[config.mk]
export PLATFORM = sky130hd
export DESIGN_NAME = wb_commit_flat
export DESIGN_NICKNAME = d
export VERILOG_FILES = /design/src/rtl/wb_commit_pkg.sv /design/src/rtl/wb_commit_if.sv /design/src/rtl/wb_queue.sv /design/src/rtl/wb_commit.sv /design/src/flat_wrapper.sv
export SDC_FILE = /design/constraint.sdc
export NUM_CORES = 1
export LEC_CHECK = 0
export ABC_CLOCK_PERIOD_IN_PS = 16650
export BUFFER_PORTS_ARGS = -buffer_cell sky130_fd_sc_hd__buf_2
export CORE_UTILIZATION = 40
export CTS_CLUSTER_DIAMETER = 120
export DETAILED_ROUTE_END_ITERATION = 12
export PLACE_DENSITY = 0.67
export SETUP_SLACK_MARGIN = 0.3
export SYNTH_ARGS = -nofsm -noshare
export SYNTH_HDL_FRONTEND = slang
export SYNTH_SLANG_ARGS = --single-unit
[constraint.sdc]
create_clock -name clk -period 16.65 [get_ports clk]
set_input_delay 0.8325 -clock clk [delete_from_list [all_inputs] [get_ports clk]]
set_output_delay 0.8325 -clock clk [all_outputs]
set_load 0.005 [all_outputs]
[src/rtl/wb_commit_pkg.sv]
// Shared types for the writeback/commit stage: queue entry layout, exception
// cause indices (bit 0 = highest priority) and FSM state encodings.
`ifndef WB_COMMIT_PKG_SV
`define WB_COMMIT_PKG_SV

// Full queued word: the fixed entry fields plus an EXC_W-wide cause vector.
`define WB_ENTRY_W(EXCW) (119 + (EXCW))

package wb_commit_pkg;

  // The cause vector is carried next to this struct because its width is a parameter.
  typedef struct packed {
    logic [31:0] pc;
    logic [31:0] vaddr;
    logic        ertn;
    logic        refetch;
    logic        rf_we;
    logic [4:0]  waddr;
    logic [31:0] wdata;
    logic        csr_re;
    logic [13:0] csr_num;
  } wb_entry_t;

  localparam int ENTRY_BASE_W = $bits(wb_entry_t);

  localparam int ECODE_INT        = 0;
  localparam int ECODE_ADEF       = 1;
  localparam int ECODE_TLBR_FETCH = 2;
  localparam int ECODE_PIF        = 3;
  localparam int ECODE_PPI_FETCH  = 4;
  localparam int ECODE_ALE        = 5;
  localparam int ECODE_ADEM       = 6;
  localparam int ECODE_TLBR_MEM   = 7;
  localparam int ECODE_PIL        = 8;
  localparam int ECODE_PIS        = 9;
  localparam int ECODE_PME        = 10;
  localparam int ECODE_PPI_MEM    = 11;
  localparam int ECODE_SYS        = 12;
  localparam int ECODE_BRK        = 13;
  localparam int ECODE_INE        = 14;

  typedef enum logic [1:0] {
    ST_EMPTY    = 2'd0,
    ST_COMMIT   = 2'd1,
    ST_CSR_WAIT = 2'd2
  } wb_state_t;

endpackage

`endif

[src/rtl/wb_commit_if.sv]
// Memory-stage to writeback-stage bus with its allowin backpressure.
interface wb_commit_if #(parameter int EXC_W = 16);
  logic             ms2ws_valid;
  logic             ws_allowin;
  logic [31:0]      ms2ws_pc;
  logic [31:0]      ms2ws_vaddr;
  logic [EXC_W-1:0] ms2ws_exc;
  logic             ms2ws_ertn;
  logic             ms2ws_refetch;
  logic             ms2ws_rf_we;
  logic [4:0]       ms2ws_rf_waddr;
  logic [31:0]      ms2ws_rf_wdata;
  logic             ms2ws_csr_re;
  logic [13:0]      ms2ws_csr_num;

  modport master (output ms2ws_valid, ms2ws_pc, ms2ws_vaddr, ms2ws_exc, ms2ws_ertn,
                  ms2ws_refetch, ms2ws_rf_we, ms2ws_rf_waddr, ms2ws_rf_wdata,
                  ms2ws_csr_re, ms2ws_csr_num,
                  input  ws_allowin);
  modport slave  (input  ms2ws_valid, ms2ws_pc, ms2ws_vaddr, ms2ws_exc, ms2ws_ertn,
                  ms2ws_refetch, ms2ws_rf_we, ms2ws_rf_waddr, ms2ws_rf_wdata,
                  ms2ws_csr_re, ms2ws_csr_num,
                  output ws_allowin);
endinterface

[src/rtl/wb_queue.sv]
// In-order commit queue: synchronous FIFO with flush; DEPTH must be a power of two.
module wb_queue #(
  parameter  int DEPTH = 2,
  parameter  int W     = 8,
  localparam int AW    = $clog2(DEPTH),
  localparam int CW    = AW + 1
) (
  input  logic          clk,
  input  logic          resetn,
  input  logic          i_push,
  input  logic [W-1:0]  i_din,
  input  logic          i_pop,
  input  logic          i_flush,
  output logic          o_full,
  output logic          o_empty,
  output logic [CW-1:0] o_count,
  output logic [W-1:0]  o_head
);
  logic [W-1:0]  r_mem [DEPTH];
  logic [AW-1:0] r_wptr, r_rptr;
  logic [CW-1:0] r_count;

  always_ff @(posedge clk or negedge resetn) begin
    if (!resetn) begin
      r_wptr  <= '0;
      r_rptr  <= '0;
      r_count <= '0;
    end else if (i_flush) begin
      r_wptr  <= '0;
      r_rptr  <= '0;
      r_count <= '0;
    end else begin
      if (i_push) r_wptr <= r_wptr + 1'b1;
      if (i_pop)  r_rptr <= r_rptr + 1'b1;
      r_count <= r_count + CW'(i_push) - CW'(i_pop);
    end
  end

  always_ff @(posedge clk) begin
    if (i_push && !i_flush) r_mem[r_wptr] <= i_din;
  end

  assign o_full  = (r_count == CW'(DEPTH));
  assign o_empty = (r_count == '0);
  assign o_count = r_count;
  assign o_head  = r_mem[r_rptr];
endmodule

[src/rtl/wb_commit.sv]
// Writeback/commit stage: retires the queue head in order, handles CSR read
// handshakes, exceptions and flushes. WB_PERF_CNT_EN builds the retire counter.
module wb_commit
  import wb_commit_pkg::*;
#(
  parameter int DEPTH    = 2,
  parameter int EXC_W    = 16,
  parameter int ECAUSE_W = $clog2(EXC_W)
) (
  input  logic                clk,
  input  logic                resetn,
  wb_commit_if.slave          ms,
  output logic                csr_rd_req,
  output logic [13:0]         csr_rd_num,
  input  logic                csr_rd_ack,
  input  logic [31:0]         csr_rvalue,
  output logic                ws_rf_we,
  output logic [4:0]          ws_rf_waddr,
  output logic [31:0]         ws_rf_wdata,
  output logic                wb_ex,
  output logic [ECAUSE_W-1:0] wb_ecause,
  output logic [31:0]         wb_pc,
  output logic [31:0]         wb_vaddr,
  output logic                ertn_flush,
  output logic                wb_refetch_flush,
  output logic [31:0]         debug_wb_pc,
  output logic [3:0]          debug_wb_rf_we,
  output logic [4:0]          debug_wb_rf_wnum,
  output logic [31:0]         debug_wb_rf_wdata,
  output logic [63:0]         retire_cnt
);
  localparam int QW = `WB_ENTRY_W(EXC_W);
  localparam int CW = $clog2(DEPTH) + 1;

  wb_state_t r_state, w_state_nxt;
  wb_entry_t w_in, w_head;
  logic [EXC_W-1:0] w_head_exc;
  logic [QW-1:0] w_head_bus;
  logic [CW-1:0] w_count, w_cnt_nxt;
  logic [ECAUSE_W-1:0] w_ecause_enc;
  logic [31:0] w_rf_data;
  logic w_full, w_empty, w_push, w_commit, w_flush, w_exc_any, w_csr_pend;

  always_comb begin
    w_in = '{pc: ms.ms2ws_pc, vaddr: ms.ms2ws_vaddr, ertn: ms.ms2ws_ertn,
             refetch: ms.ms2ws_refetch, rf_we: ms.ms2ws_rf_we,
             waddr: ms.ms2ws_rf_waddr, wdata: ms.ms2ws_rf_wdata,
             csr_re: ms.ms2ws_csr_re, csr_num: ms.ms2ws_csr_num};
  end

  wb_queue #(.DEPTH(DEPTH), .W(QW)) u_queue (
    .clk     (clk),
    .resetn  (resetn),
    .i_push  (w_push),
    .i_din   ({ms.ms2ws_exc, w_in}),
    .i_pop   (w_commit),
    .i_flush (w_flush),
    .o_full  (w_full),
    .o_empty (w_empty),
    .o_count (w_count),
    .o_head  (w_head_bus)
  );
  assign w_head_exc = w_head_bus[QW-1 -: EXC_W];
  assign w_head     = w_head_bus[ENTRY_BASE_W-1:0];

  // Allowin looks only at registered occupancy; a same-cycle pop does not help.
  assign ms.ws_allowin = ~w_full;
  assign w_push        = ms.ms2ws_valid & ~w_full & ~w_flush;

  assign w_exc_any  = |w_head_exc;
  assign w_csr_pend = w_head.csr_re & ~w_exc_any;
  assign w_commit   = ((r_state == ST_COMMIT) & ~w_csr_pend) |
                      ((r_state == ST_CSR_WAIT) & csr_rd_ack);
  assign w_flush    = wb_ex | ertn_flush | wb_refetch_flush;
  assign w_cnt_nxt  = w_count + CW'(w_push) - CW'(w_commit);

  // Lowest set bit wins: scan from the top so the last hit is the smallest index.
  always_comb begin
    w_ecause_enc = '0;
    for (int i = EXC_W - 1; i >= 0; i--)
      if (w_head_exc[i]) w_ecause_enc = ECAUSE_W'(i);
  end

  always_ff @(posedge clk or negedge resetn) begin
    if (!resetn) r_state <= ST_EMPTY;
    else         r_state <= w_state_nxt;
  end

  always_comb begin
    w_state_nxt = r_state;
    case (r_state)
      ST_EMPTY:    if (w_push) w_state_nxt = ST_COMMIT;
      ST_COMMIT:   if (w_flush)       w_state_nxt = ST_EMPTY;
                   else if (w_commit) w_state_nxt = (w_cnt_nxt != '0) ? ST_COMMIT : ST_EMPTY;
                   else               w_state_nxt = ST_CSR_WAIT;
      ST_CSR_WAIT: if (w_flush)       w_state_nxt = ST_EMPTY;
                   else if (w_commit) w_state_nxt = (w_cnt_nxt != '0) ? ST_COMMIT : ST_EMPTY;
      default:     w_state_nxt = ST_EMPTY;
    endcase
  end

  assign csr_rd_req = (r_state == ST_CSR_WAIT);
  assign csr_rd_num = csr_rd_req ? w_head.csr_num : '0;

  assign wb_ex            = w_commit & w_exc_any;
  assign wb_ecause        = wb_ex ? w_ecause_enc : '0;
  assign ertn_flush       = w_commit & ~w_exc_any & w_head.ertn;
  assign wb_refetch_flush = w_commit & ~w_exc_any & ~w_head.ertn & w_head.refetch;

  assign w_rf_data   = w_head.csr_re ? csr_rvalue : w_head.wdata;
  assign ws_rf_we    = w_commit & w_head.rf_we & ~wb_ex & ~ertn_flush;
  assign ws_rf_waddr = w_empty ? '0 : w_head.waddr;
  assign ws_rf_wdata = w_empty ? '0 : w_rf_data;
  assign wb_pc       = w_empty ? '0 : w_head.pc;
  assign wb_vaddr    = w_empty ? '0 : w_head.vaddr;

  assign debug_wb_pc       = w_commit ? w_head.pc : '0;
  assign debug_wb_rf_we    = {4{ws_rf_we}};
  assign debug_wb_rf_wnum  = w_commit ? w_head.waddr : '0;
  assign debug_wb_rf_wdata = w_commit ? w_rf_data : '0;

`ifdef WB_PERF_CNT_EN
  logic [63:0] r_retire_cnt;
  always_ff @(posedge clk or negedge resetn) begin
    if (!resetn) r_retire_cnt <= '0;
    else         r_retire_cnt <= r_retire_cnt + 64'(w_commit);
  end
  assign retire_cnt = r_retire_cnt;
`else
  assign retire_cnt = '0;
`endif
endmodule

[src/flat_wrapper.sv]
// flat-port wrapper written by rule: the top's interface ports become plain ports
module wb_commit_flat import wb_commit_pkg::*;
#(
  parameter int DEPTH    = 2,
  parameter int EXC_W    = 16,
  parameter int ECAUSE_W = $clog2(EXC_W)
)
  (clk, resetn, csr_rd_req, csr_rd_num, csr_rd_ack, csr_rvalue, ws_rf_we, ws_rf_waddr, ws_rf_wdata, wb_ex, wb_ecause, wb_pc, wb_vaddr, ertn_flush, wb_refetch_flush, debug_wb_pc, debug_wb_rf_we, debug_wb_rf_wnum, debug_wb_rf_wdata, retire_cnt, ms_ms2ws_valid, ms_ms2ws_pc, ms_ms2ws_vaddr, ms_ms2ws_exc, ms_ms2ws_ertn, ms_ms2ws_refetch, ms_ms2ws_rf_we, ms_ms2ws_rf_waddr, ms_ms2ws_rf_wdata, ms_ms2ws_csr_re, ms_ms2ws_csr_num, ms_ws_allowin);
  wb_commit_if #(.EXC_W(EXC_W)) ms_i ();
  input  logic clk;
  input  logic resetn;
  output logic csr_rd_req;
  output logic [13:0] csr_rd_num;
  input  logic csr_rd_ack;
  input  logic [31:0] csr_rvalue;
  output logic ws_rf_we;
  output logic [4:0] ws_rf_waddr;
  output logic [31:0] ws_rf_wdata;
  output logic wb_ex;
  output logic [ECAUSE_W-1:0] wb_ecause;
  output logic [31:0] wb_pc;
  output logic [31:0] wb_vaddr;
  output logic ertn_flush;
  output logic wb_refetch_flush;
  output logic [31:0] debug_wb_pc;
  output logic [3:0] debug_wb_rf_we;
  output logic [4:0] debug_wb_rf_wnum;
  output logic [31:0] debug_wb_rf_wdata;
  output logic [63:0] retire_cnt;
  input wire logic [$bits(ms_i.ms2ws_valid)-1:0] ms_ms2ws_valid;
  input wire logic [$bits(ms_i.ms2ws_pc)-1:0] ms_ms2ws_pc;
  input wire logic [$bits(ms_i.ms2ws_vaddr)-1:0] ms_ms2ws_vaddr;
  input wire logic [$bits(ms_i.ms2ws_exc)-1:0] ms_ms2ws_exc;
  input wire logic [$bits(ms_i.ms2ws_ertn)-1:0] ms_ms2ws_ertn;
  input wire logic [$bits(ms_i.ms2ws_refetch)-1:0] ms_ms2ws_refetch;
  input wire logic [$bits(ms_i.ms2ws_rf_we)-1:0] ms_ms2ws_rf_we;
  input wire logic [$bits(ms_i.ms2ws_rf_waddr)-1:0] ms_ms2ws_rf_waddr;
  input wire logic [$bits(ms_i.ms2ws_rf_wdata)-1:0] ms_ms2ws_rf_wdata;
  input wire logic [$bits(ms_i.ms2ws_csr_re)-1:0] ms_ms2ws_csr_re;
  input wire logic [$bits(ms_i.ms2ws_csr_num)-1:0] ms_ms2ws_csr_num;
  output wire logic [$bits(ms_i.ws_allowin)-1:0] ms_ws_allowin;
  assign ms_i.ms2ws_valid = ms_ms2ws_valid;
  assign ms_i.ms2ws_pc = ms_ms2ws_pc;
  assign ms_i.ms2ws_vaddr = ms_ms2ws_vaddr;
  assign ms_i.ms2ws_exc = ms_ms2ws_exc;
  assign ms_i.ms2ws_ertn = ms_ms2ws_ertn;
  assign ms_i.ms2ws_refetch = ms_ms2ws_refetch;
  assign ms_i.ms2ws_rf_we = ms_ms2ws_rf_we;
  assign ms_i.ms2ws_rf_waddr = ms_ms2ws_rf_waddr;
  assign ms_i.ms2ws_rf_wdata = ms_ms2ws_rf_wdata;
  assign ms_i.ms2ws_csr_re = ms_ms2ws_csr_re;
  assign ms_i.ms2ws_csr_num = ms_ms2ws_csr_num;
  assign ms_ws_allowin = ms_i.ws_allowin;
  wb_commit #(.DEPTH(DEPTH), .EXC_W(EXC_W), .ECAUSE_W(ECAUSE_W)) u_core (.clk(clk), .resetn(resetn), .ms(ms_i), .csr_rd_req(csr_rd_req), .csr_rd_num(csr_rd_num), .csr_rd_ack(csr_rd_ack), .csr_rvalue(csr_rvalue), .ws_rf_we(ws_rf_we), .ws_rf_waddr(ws_rf_waddr), .ws_rf_wdata(ws_rf_wdata), .wb_ex(wb_ex), .wb_ecause(wb_ecause), .wb_pc(wb_pc), .wb_vaddr(wb_vaddr), .ertn_flush(ertn_flush), .wb_refetch_flush(wb_refetch_flush), .debug_wb_pc(debug_wb_pc), .debug_wb_rf_we(debug_wb_rf_we), .debug_wb_rf_wnum(debug_wb_rf_wnum), .debug_wb_rf_wdata(debug_wb_rf_wdata), .retire_cnt(retire_cnt));
endmodule
==> results of run 1 <==
-- kinds of logic after synthesis --
family,share of synthesized area (%)
buf+inv,6.78
fa+ha+maj,0.210
simple gates,7.51
xor+xnor,0.220
compound gates,6.23
flops,69.2
other cells,0.0314
mux,9.81
-- sequential cells by signal, indices dropped and copies added, names as in the netlist --
name                    cells
u_core.u_queue.r_mem      270
u_core.u_queue.r_rptr       1
u_core.u_queue.o_count      2
u_core.u_queue.r_wptr       1
u_core.r_state              2
-- stage by stage --
step	setup slack [ns]	hold slack [ns]	utilization (%)	std cells	power [mW]
after global placement	11.33	0.472	47.7	1580	1.49
after CTS	11.15	0.110	50.8	1632	2.12
final	11.21	0.126	50.8	1634	2.09
after global routing	10.64	0.113	50.8	1634	2.20
after detailed placement	11.14	0.477	47.7	1580	1.50
after floorplan	4.20	0.454	-	936	1.30
-- worst max-delay path, delay by kind of cell (launching register included) --
| kind | cells | cell delay [ns] |
|---|---|---|
| AND/OR/NAND/NOR | 3 | 1.40 |
| flip-flops | 1 | 0.76 |
| AO/OA/AOI/OAI | 2 | 0.43 |
| buffers and inverters | 3 | 2.33 |
-- placed cells by master (no fill, tap or decap), drive strengths merged, types with 2 or more instances in the layout --
master  Yosys  final
buf        90    378
edfxtp    270    270
nor2      134    134
mux2i     117    117
a21oi      78     78
conb        1     64
nand2      41     41
clkbuf     28     37
o21ai      34     34
nor3       15     15
clkinv      0     11
inv        10     10
nor3b       9      9
nor2b       7      7
dfrtp       6      6
o22ai       4      4
a211oi      4      4
bufinv      0      3
diode       0      2
nor4        2      2
a22oi       2      2
a21o        2      2
xor2        2      2
ha          2      2
-- final cells by class --
cell class                 instances  area, sq um
antenna                            2         5.00
clock buffer                      37          756
clock inverter                    15          143
fill                            2532        14300
inverter                          10         37.5
multi-input combinational        532         3130
sequential                       276         8260
tap                              384          480
timing repair buffer             378         1920
-- metal layers --
metal  up-vias  global-route usage (%)  wire length, um
met5         -                       0               39
met4         6                    8.15             1100
met3        58                    5.03             2480
met2       364                    32.0            14700
met1      3822                    22.5            11300
li1       3767                       -                -
-- power breakdown --
group	internal (mW)	leakage (nW)	switching [mW]
logic	0.188	2.79	0.342
registers	0.917	2.56	0.0335
clock network	0.363	0.434	0.248
-- path summary, 6_finish.rpt --
check	slack, ns	cells after the start	endpoint	from
setup / recovery	11.21	8	u_core.u_queue.r_mem[1][125]$_DFFE_PP_	u_core.u_queue.r_rptr$_DFFE_PN0P_
hold / removal	0.13	1	u_core.r_state[1]$_DFFE_PN0P_	resetn
setup reg to reg	11.21	8	u_core.u_queue.r_mem[1][125]$_DFFE_PP_	u_core.u_queue.r_rptr$_DFFE_PN0P_
hold reg to reg	0.49	1	u_core.r_state[0]$_DFFE_PN0P_	u_core.r_state[0]$_DFFE_PN0P_
max in group asynchronous	16.33	1	u_core.u_queue.r_rptr$_DFFE_PN0P_	resetn
min in group clk	0.48	1	u_core.u_queue.r_mem[1][25]$_DFFE_PP_	ms_ms2ws_rf_wdata[10]
-- cell usage after synthesis, types with 3 or more instances --
library cell,count
a211oi_1,4
a21oi_1,77
buf_1,3
buf_2,11
buf_4,68
buf_6,8
clkbuf_1,28
dfrtp_1,6
edfxtp_1,270
inv_1,10
mux2i_1,117
nand2_1,41
nor2_1,134
nor2b_1,7
nor3_1,15
nor3b_1,9
o21ai_0,33
o22ai_1,4
==> metrics, run 1 <==
status completed; Post-DRT Antenna Nets 0; Synth async-reset ratio under 10%; Setup Buffers After CTS 0; drt initial violations approximately 460; mean post-synth cell area ~14 sq um; Worst-Skew Late Latency 0.54 ns; Initial DRT Pass Iterations 5; Power Density approximately 140 nW/um^2; ratio of final minimum period to clock period between 30% and 40%; cell chosen for the clock root clkbuf_16; largest net degree at the start of global routing a little under 100; number of global-route vias before repair ~7700; #FFs+latches synth between 200 and 300; Mapped Cells 873; crit path kind register to register; vias approximately 8000; vias per std cell approximately 4.9; die span in x 175 um; first-pass GRT wire length around 44 mm; setup_tns 0 ns; area grow syn2layout 23.5%; Post-synth EDFFs 270; maximum clock rate ~180 MHz; Post-CTS Hold Fix Bufs 0; peak per-stage delay on the critical path about 0.82 ns; Required @ worst endpoint roughly 17 ns; type of origin of the critical path register; clk_skew around 0.022 ns; Slew HR around 25%; # port buffers between 300 and 400; most numerous cell on the critical path buf_4; Overall Global Routing Usage between 10% and 20%; fin crit period around 5.4 ns; initial antenna violation count 5; CTS buffer count 28; endpoints failing hold 0; TritonCTS clock tree done; post-synth top area share between 60% and 70%; Netlist cell types 41; htree depth 1; final instance area around 15000 sq um; unrepaired setup endpoints after global routing no; layout cells sized above 1 between 30% and 40%; placed inst area about 14000 sq um; Synth Cell Area approximately 12000 sq um; min-delay worst type input pin to asynchronous set/reset pin; crit path DAT ~5.6 ns; worst slew pin tran between 1 and 1.5 ns; Die Y-Extent between 150 and 200 um; DP HPWL 20.8 mm; Synth warnings 0; largest area contributor in the netlist edfxtp_1; Main synth FF type edfxtp_1; Clock transition at path regs 0.06 ns; NumNets Final 1399; ranking of synthesized cells by area edfxtp_1 (68%), mux2i_1 (9.8%), buf_4 (4.3%); final routed DRC violation total 0; sequential fraction of the synthesis area 69.2%; core footprint 29000 sq um; setup violators final 0; Pleak between 5 and 6 nW; critical path cell sequence buf_4 > nor3b_1 > o22ai_1 > nor4_1 > a21oi_2 > nor3b_2 > buf_4 > buf_4; Worst Path Max Fanout 76; CTS Sinks about 280; Top Ports between 400 and 500; cell at the slowest stage of the critical path buf_4; gpl congestion about 0.8; clk buf depth 3; DIE AREA 30500 sq um; GRT overflow 0; Slew Limit Fails 0; Wirelength per Cell around 18 um; initial cell density of the core between 40% and 50%; Site Rows 62; Post-CTS Resized 0; VDD IR-drop max roughly 0.099 mV; CP Capture Type register; Routed WL about 30 mm; max_cap viols 0
Note: power is estimated with default switching activity, not from simulation.
==> run 2: changes to the inputs <==
Settings changed: ABC_AREA set to 1, ABC_CLOCK_PERIOD_IN_PS 16650 to 5600.
Clock period 16.65 ns to 5.6 ns, I/O delays scaled along.
==> metrics, run 2 <==
initial antenna violation count 0 (was 5); FILL cells 2389 (was 2532); adder-cell area share of the yosys netlist 0.212% (was 0.210%); first-pass GRT wire length 47.2 mm (was 43.8 mm); Overall Global Routing Usage 20.0% (was 18.8%); Top Ports 433 (unchanged); Largest Register u_core.u_queue.r_mem (unchanged); status completed (unchanged); placed inst area 13800 sq um (about the same); Synth Cell Area 11800 sq um (was 11900 sq um); Netlist cell types 29 (was 41); DP HPWL 20.3 mm (was 20.8 mm); endpoints failing hold 0 (unchanged); gpl congestion 0.847 (was 0.817); clk_skew 0.0115 ns (was 0.0222 ns); crit path DAT 4.39 ns (was 5.59 ns); Hold WS 0.133 ns (was 0.126 ns); largest family of logic cells by synthesized area simple AND/OR/NAND/NOR gates (was multiplexers); drt initial violations 518 (was 456); sequential fraction of the synthesis area 69.8% (was 69.2%); Mapped Cells 1011 (was 873); crit path launch u_core.u_queue.r_rptr$_DFFE_PN0P_ (unchanged); Synth warnings 0 (unchanged); VDD IR-drop max 0.297 mV (was 0.0985 mV); post-synthesis xor/xnor area fraction 0.148% (was 0.220%); cell chosen for the clock root clkbuf_16 (unchanged); htree depth 1 (unchanged); final instance area 16100 sq um (was 14700 sq um); unrepaired setup endpoints after global routing no (unchanged); final routed DRC violation total 0 (unchanged); setup violators final 0 (unchanged); NumNets Final 1677 (was 1399); layout cells sized above 1 28.9% (was 34.0%); initial cell density of the core 41.0% (was 41.1%); area grow syn2layout 35.9% (was 23.5%); fin crit period 4.67 ns; Power Density 485 nW/um^2 (was 142 nW/um^2); Worst Path Max Fanout 64 (was 76); DIE AREA 30200 sq um (was 30500 sq um); post-synth top area share 68.6% (was 67.9%); peak per-stage delay on the critical path 0.96 ns (was 0.82 ns); CTS Sinks 276 (unchanged); diodes inserted 0 (was 2); CP Capture Type output pin (was register); Reg2Reg Setup Slack 1.52 ns (was 11.21 ns); cell at the slowest stage of the critical path dfrtp_4 (was buf_4); Clock transition at path regs 0.06 ns (about the same); cell with the most instances after synthesis edfxtp_1 (unchanged); CTS buffer count 29 (was 28); Synth Area in Compound Gates 6.12% (was 6.23%); Initial DRT Pass Iterations 5 (unchanged); vias 9024 (was 8017); core footprint 28900 sq um (was 29000 sq um); R2R Path Start u_core.u_queue.r_rptr$_DFFE_PN0P_ (unchanged); TritonCTS clock tree done (unchanged); Pleak 6.89 nW (was 5.79 nW); depth of the most critical reg-to-reg path 11 (was 8); ranking of synthesized cells by area edfxtp_1 (69%), nor2_1 (7.0%), nand2_1 (4.9%) (was edfxtp_1 (68%), mux2i_1 (9.8%), buf_4 (4.3%)); maximum clock rate roughly 210 MHz; Die Y-Extent 174 um (was 175 um); mean post-synth cell area 11.7 sq um (was 13.7 sq um); min-delay worst type input pin to asynchronous set/reset pin (unchanged); commonest non-fill, non-tap cell in the layout buf_2 (unchanged); top post-synthesis cells by count edfxtp_1 (270), nor2_1 (219), nand2_1 (155), buf_4 (69), o21ai_0 (69) (was edfxtp_1 (270), nor2_1 (134), mux2i_1 (117), a21oi_1 (77), buf_4 (68)); vias per std cell 4.72 (was 4.91); largest net degree at the start of global routing 104 (was 98); Slew Limit Fails 0 (unchanged); Wirelength per Cell 16.4 um (was 18.1 um); multiplexer area fraction after synthesis 3.13% (was 9.81%); ratio of final minimum period to clock period between 80% and 90%; Worst-Skew Late Latency 0.54 ns (about the same); commonest cells after routing, fill and taps aside buf_2 (368), edfxtp_1 (270), nor2_1 (216) (was buf_2 (368), edfxtp_1 (270), nor2_1 (133)); die span in x 174 um (was 175 um); max reg flops 270 (unchanged); Post-CTS Resized 0 (unchanged); GRT overflow 0 (unchanged); worst slew pin tran 0.899 ns (was 1.13 ns); # port buffers 368 (unchanged); Post-DRT Antenna Nets 0 (unchanged); crit path kind register to output pin (was register to register); Slew HR 40.1% (was 24.9%); FF-to-FF End u_core.u_queue.r_mem[0][10]$_DFFE_PP_ (was u_core.u_queue.r_mem[1][125]$_DFFE_PP_); number of global-route vias before repair 8831 (was 7722); #FFs+latches synth 276 (unchanged); Routed WL 31.3 mm (was 29.6 mm); Post-synth EDFFs 270 (unchanged); largest area contributor in the netlist edfxtp_1 (unchanged); type of origin of the critical path register (unchanged); critical path cell sequence clkinv_2 > nand2_1 > nand3_1 > nor2_1 > nand2_1 > nor2_4 > nand2_2 > nand2_2 > nand2_4 > inv_2 > buf_4 > nor2_1 > buf_2 (was buf_4 > nor3b_1 > o22ai_1 > nor4_1 > a21oi_2 > nor3b_2 > buf_4 > buf_4); max_cap viols 0 (unchanged); Main synth FF type edfxtp_1 (unchanged); clk buf depth 3 (unchanged); Site Rows 62 (unchanged); post-synthesis simple-gate area fraction 13.0% (was 7.51%); Required @ worst endpoint 5.32 ns (was 16.81 ns); Synth async-reset ratio 2.17% (unchanged); setup_tns 0 ns (unchanged)
[run 2: cell types whose count changed after synthesis, sizes merged, moves of 7 or more]
cell and change:
nor2b -7, nand2 +119, inv +29, mux2i -80, o21ai +49, a21oi -23, nor2 +88, nor3 -11
nor3b -9
[run 2: how the worst max path moves through the flow]
stage	to	slack (ns)	cells after the start
4_1_cts	debug_wb_pc[8]	0.89	13
6_report	debug_wb_pc[8]	0.93	13
3_3_place_gp	u_core.u_queue.r_mem[0][36]$_DFFE_PP_	1.52	11
2_1_floorplan	u_core.u_queue.r_mem[0][0]$_DFFE_PP_	0.04	10
3_5_place_dp	u_core.u_queue.r_mem[0][36]$_DFFE_PP_	1.45	11
5_1_grt	debug_wb_pc[8]	0.50	15
[run 2: kinds of logic after synthesis]
| kind of cell | after synthesis |
|---|---|
| multiplexers | 37 |
| buffers and inverters | 159 |
| adder cells (fa/ha/maj) | 2 |
| XOR/XNOR | 2 |
| AO/OA/AOI/OAI | 140 |
| flip-flops | 276 |
| other | 1 |
| AND/OR/NAND/NOR | 394 |
[run 2: layer usage]
layer	vias to the layer above	share of wire, %	routed length, um	global-route usage, %
li1	4305	-	-	-
met1	4244	39	12300	23.8
met2	414	51	16000	36.0
met3	61	7.0	2190	4.20
met4	0	2.5	784	6.07
met5	-	0	0	0
[run 2: final cells by class]
cell class,instances,area (sq um),area share (%)
tap,384,480,2.99
multi-input combinational,639,2930,18.3
timing repair buffer,519,3350,20.9
sequential,276,8260,51.4
inverter,39,148,0.919
clock buffer,33,741,4.61
clock inverter,20,144,0.896
[run 2: timing repair]
action | 4_1_cts | 5_1_grt
hold buffers | 136 | 0
setup buffers | 0 | 0
hold endpoints to repair | 276 | 0
[run 2: through the flow]
stage                     setup slack (ns)  total power, mW  util [%]  instances
after CTS                            0.888             7.88      55.7       1910
after global routing                 0.495             8.32      55.7       1910
after detailed placement              1.45             5.98      47.9       1721
after global placement                1.52             5.92      47.9       1721
after floorplan                     0.0414             4.72         -       1074
final                                0.934             7.80      55.7       1910
[run 2: worst max-delay path: cells and delay by family, from the launching register on]
family	cells	cell delay (ns)
buffers and inverters	4	1.81
AND/OR/NAND/NOR	9	0.98
flip-flops	1	0.96
[run 2: power breakdown]
group | total (mW) | internal (mW) | switching, mW
clock network | 1.79 | 1.03 | 0.760
registers | 2.96 | 2.78 | 0.180
logic | 3.04 | 1.10 | 1.94
total | 7.80 | 4.92 | 2.88
==> run 3: changes to the inputs <==
Settings changed: ABC_AREA 1 to 0, ABC_CLOCK_PERIOD_IN_PS 5600 to 4600.
Clock period 5.6 ns to 4.6 ns, I/O delays scaled along.
==> metrics, run 3 (synthesis results as in run 1) <==
gpl congestion 0.826 (was 0.847); met2 Use GR 34.9% (was 36.0%); Top Ports 433 (unchanged); peak per-stage delay on the critical path 0.63 ns (was 0.96 ns); Hold WS 0.0536 ns (was 0.133 ns); Clock transition at path regs 0.06 ns (about the same); final instance area 16300 sq um (was 16100 sq um); VDD IR-drop max 0.330 mV (was 0.297 mV); status completed (unchanged); final cell count without fillers 1772 (was 1910); Post-DRT Antenna Nets 0 (unchanged); R2R Path Start u_core.u_queue.r_rptr$_DFFE_PN0P_ (unchanged); fin worst setup slack 0.750 ns (was 0.934 ns); type of origin of the critical path register (unchanged); vias per std cell 4.87 (was 4.72); Reg2Reg Setup Slack 1.35 ns (was 1.52 ns); CTS buffer count 29 (unchanged); min-delay worst type input pin to asynchronous set/reset pin (unchanged); Sequential cell area 8260 sq um (unchanged); TritonCTS clock tree done (unchanged); max_cap viols 0 (unchanged); Initial DRT Pass Iterations 5 (unchanged); maximum clock rate between 200 and 300 MHz; layout cells sized above 1 32.5% (was 28.9%); crit path DAT 3.62 ns (was 4.39 ns); cell at the slowest stage of the critical path dfrtp_4 (unchanged); first-pass GRT wire length 46.4 mm (was 47.2 mm); commonest non-fill, non-tap cell in the layout buf_2 (unchanged); clk_skew 0.00925 ns (was 0.0115 ns); NumNets Final 1539 (was 1677); dpl cells 1582 (was 1721); depth of the most critical reg-to-reg path 12 (was 11); crit path launch u_core.u_queue.r_rptr$_DFFE_PN0P_ (unchanged); CP Depth 7 (was 13); initial cell density of the core 41.1% (was 41.0%); crit path kind register to output pin (unchanged); placed inst area 14000 sq um (was 13800 sq um); Setup Buffers After CTS 0 (unchanged); Required @ worst endpoint 4.37 ns (was 5.32 ns); area grow syn2layout 36.8% (was 35.9%); Slew HR 34.9% (was 40.1%); area of the multi-input gates 3290 sq um (was 2930 sq um); largest net degree at the start of global routing 88 (was 104); DP HPWL 20.1 mm (was 20.3 mm); initial antenna violation count 1 (was 0); CP endpoint debug_wb_pc[27] (was debug_wb_pc[8]); GRT overflow 0 (unchanged); final routed DRC violation total 0 (unchanged); number of global-route vias before repair 8801 (was 8831); Largest Register u_core.u_queue.r_mem (unchanged); DP Worst Slack 1.33 ns (was 1.45 ns); Power, Total 7.76 mW (was 7.80 mW); # port buffers 368 (unchanged); endpoints failing hold 0 (unchanged); met1 Use GR 22.8% (was 23.8%); max reg flops 270 (unchanged); Pleak 6.46 nW (was 6.89 nW); commonest cells after routing, fill and taps aside buf_2 (368), edfxtp_1 (270), dlygate4sd3_1 (137) (was buf_2 (368), edfxtp_1 (270), nor2_1 (216)); FF-to-FF End u_core.r_state[0]$_DFFE_PN0P_ (was u_core.u_queue.r_mem[0][10]$_DFFE_PP_); Power Density 475 nW/um^2 (was 485 nW/um^2); Top Family by Delay on Critical Path simple AND/OR/NAND/NOR gates (was buffers and inverters); met3 Track Usage GR 3.92% (was 4.20%); die span in x 175 um (was 174 um); Worst-Skew Late Latency 0.56 ns (was 0.54 ns); htree depth 1 (unchanged); Worst Path Max Fanout 70 (was 64); vias 8623 (was 9024); core footprint 29000 sq um (was 28900 sq um); CTS Sinks 276 (unchanged); CP Capture Type output pin (unchanged); Routed WL 30.9 mm (was 31.3 mm); DIE AREA 30500 sq um (was 30200 sq um); setup_tns 0 ns (unchanged); Post-CTS Hold Fix Bufs 137 (was 136); grt peak-use layer met2 (unchanged); drt initial violations 509 (was 518); worst slew pin tran 0.977 ns (was 0.899 ns); unrepaired setup endpoints after global routing no (unchanged); setup violators final 0 (unchanged); FILL cells 2379 (was 2389); Slew Limit Fails 0 (unchanged); critical path cell sequence nor3b_1 > o22ai_1 > or4_4 > o21ai_4 > buf_4 > a21oi_1 > buf_2 (was clkinv_2 > nand2_1 > nand3_1 > nor2_1 > nand2_1 > nor2_4 > nand2_2 > nand2_2 > nand2_4 > inv_2 > buf_4 > nor2_1 > buf_2); Post-CTS Resized 0 (unchanged); Overall Global Routing Usage 19.6% (was 20.0%); Site Rows 62 (unchanged); ratio of final minimum period to clock period between 80% and 90%; fin crit period between 3 and 4 ns; clk buf depth 3 (unchanged); WP buf/inv 2 (was 4); cell chosen for the clock root clkbuf_16 (unchanged); Die Y-Extent 175 um (was 174 um); Wirelength per Cell 17.4 um (was 16.4 um); utilization after layout 56.3% (was 55.7%)
run 3: cell count changes in the layout (fill, tap and decap cells not counted), moves of 8 or more:
cell	previous run	this run
a21oi_1	55	77
nor2_1	216	133
o21ai_1	13	0
inv_1	35	10
nand2_1	154	40
mux2i_1	37	116
o21ai_0	69	33
clkinv_1	12	4
run 3: worst min-delay path by stage:
stage | start | depth (start not counted) | end | slack [ns]
2_1_floorplan | resetn | 0 | u_core.r_state[0]$_DFFE_PN0P_ | -0.07
3_3_place_gp | resetn | 1 | u_core.u_queue.r_rptr$_DFFE_PN0P_ | 0.06
3_5_place_dp | resetn | 1 | u_core.u_queue.r_rptr$_DFFE_PN0P_ | 0.07
4_1_cts | resetn | 2 | u_core.u_queue.o_count[0]$_DFF_PN0_ | 0.03
5_1_grt | resetn | 2 | u_core.u_queue.o_count[0]$_DFF_PN0_ | 0.05
6_report | resetn | 2 | u_core.u_queue.o_count[0]$_DFF_PN0_ | 0.05
run 3: cell type report:
cell class | count | share of cell area [%]
clock inverter | 19 | 1.07
antenna | 1 | 0.0153
inverter | 10 | 0.230
tap | 384 | 2.94
multi-input combinational | 532 | 20.1
sequential | 276 | 50.6
timing repair buffer | 517 | 20.5
clock buffer | 33 | 4.54
run 3: worst register-to-register path: stages (launching register included):
cell,delay (ns)
dfrtp_4,0.63
nor3b_1,0.39
o22ai_1,0.24
or4_4,0.58
o21ai_4,0.14
nand2_1,0.07
ha_1,0.26
inv_1,0.04
ha_1,0.17
xor2_1,0.15
xnor2_1,0.14
a21o_1,0.18
o32ai_1,0.13
run 3: metal layers:
| layer | share of wire [%] | vias to the layer above |
|---|---|---|
| met5 | 0 | - |
| met1 | 37 | 4055 |
| met4 | 4.3 | 0 |
| met2 | 51 | 440 |
| met3 | 7.5 | 71 |
| li1 | - | 4057 |
run 3: where the power goes:
part           internal (mW)  switching [mW]
Sequential              3.31           0.139
Combinational          0.802            1.27
Clock                   1.28           0.959
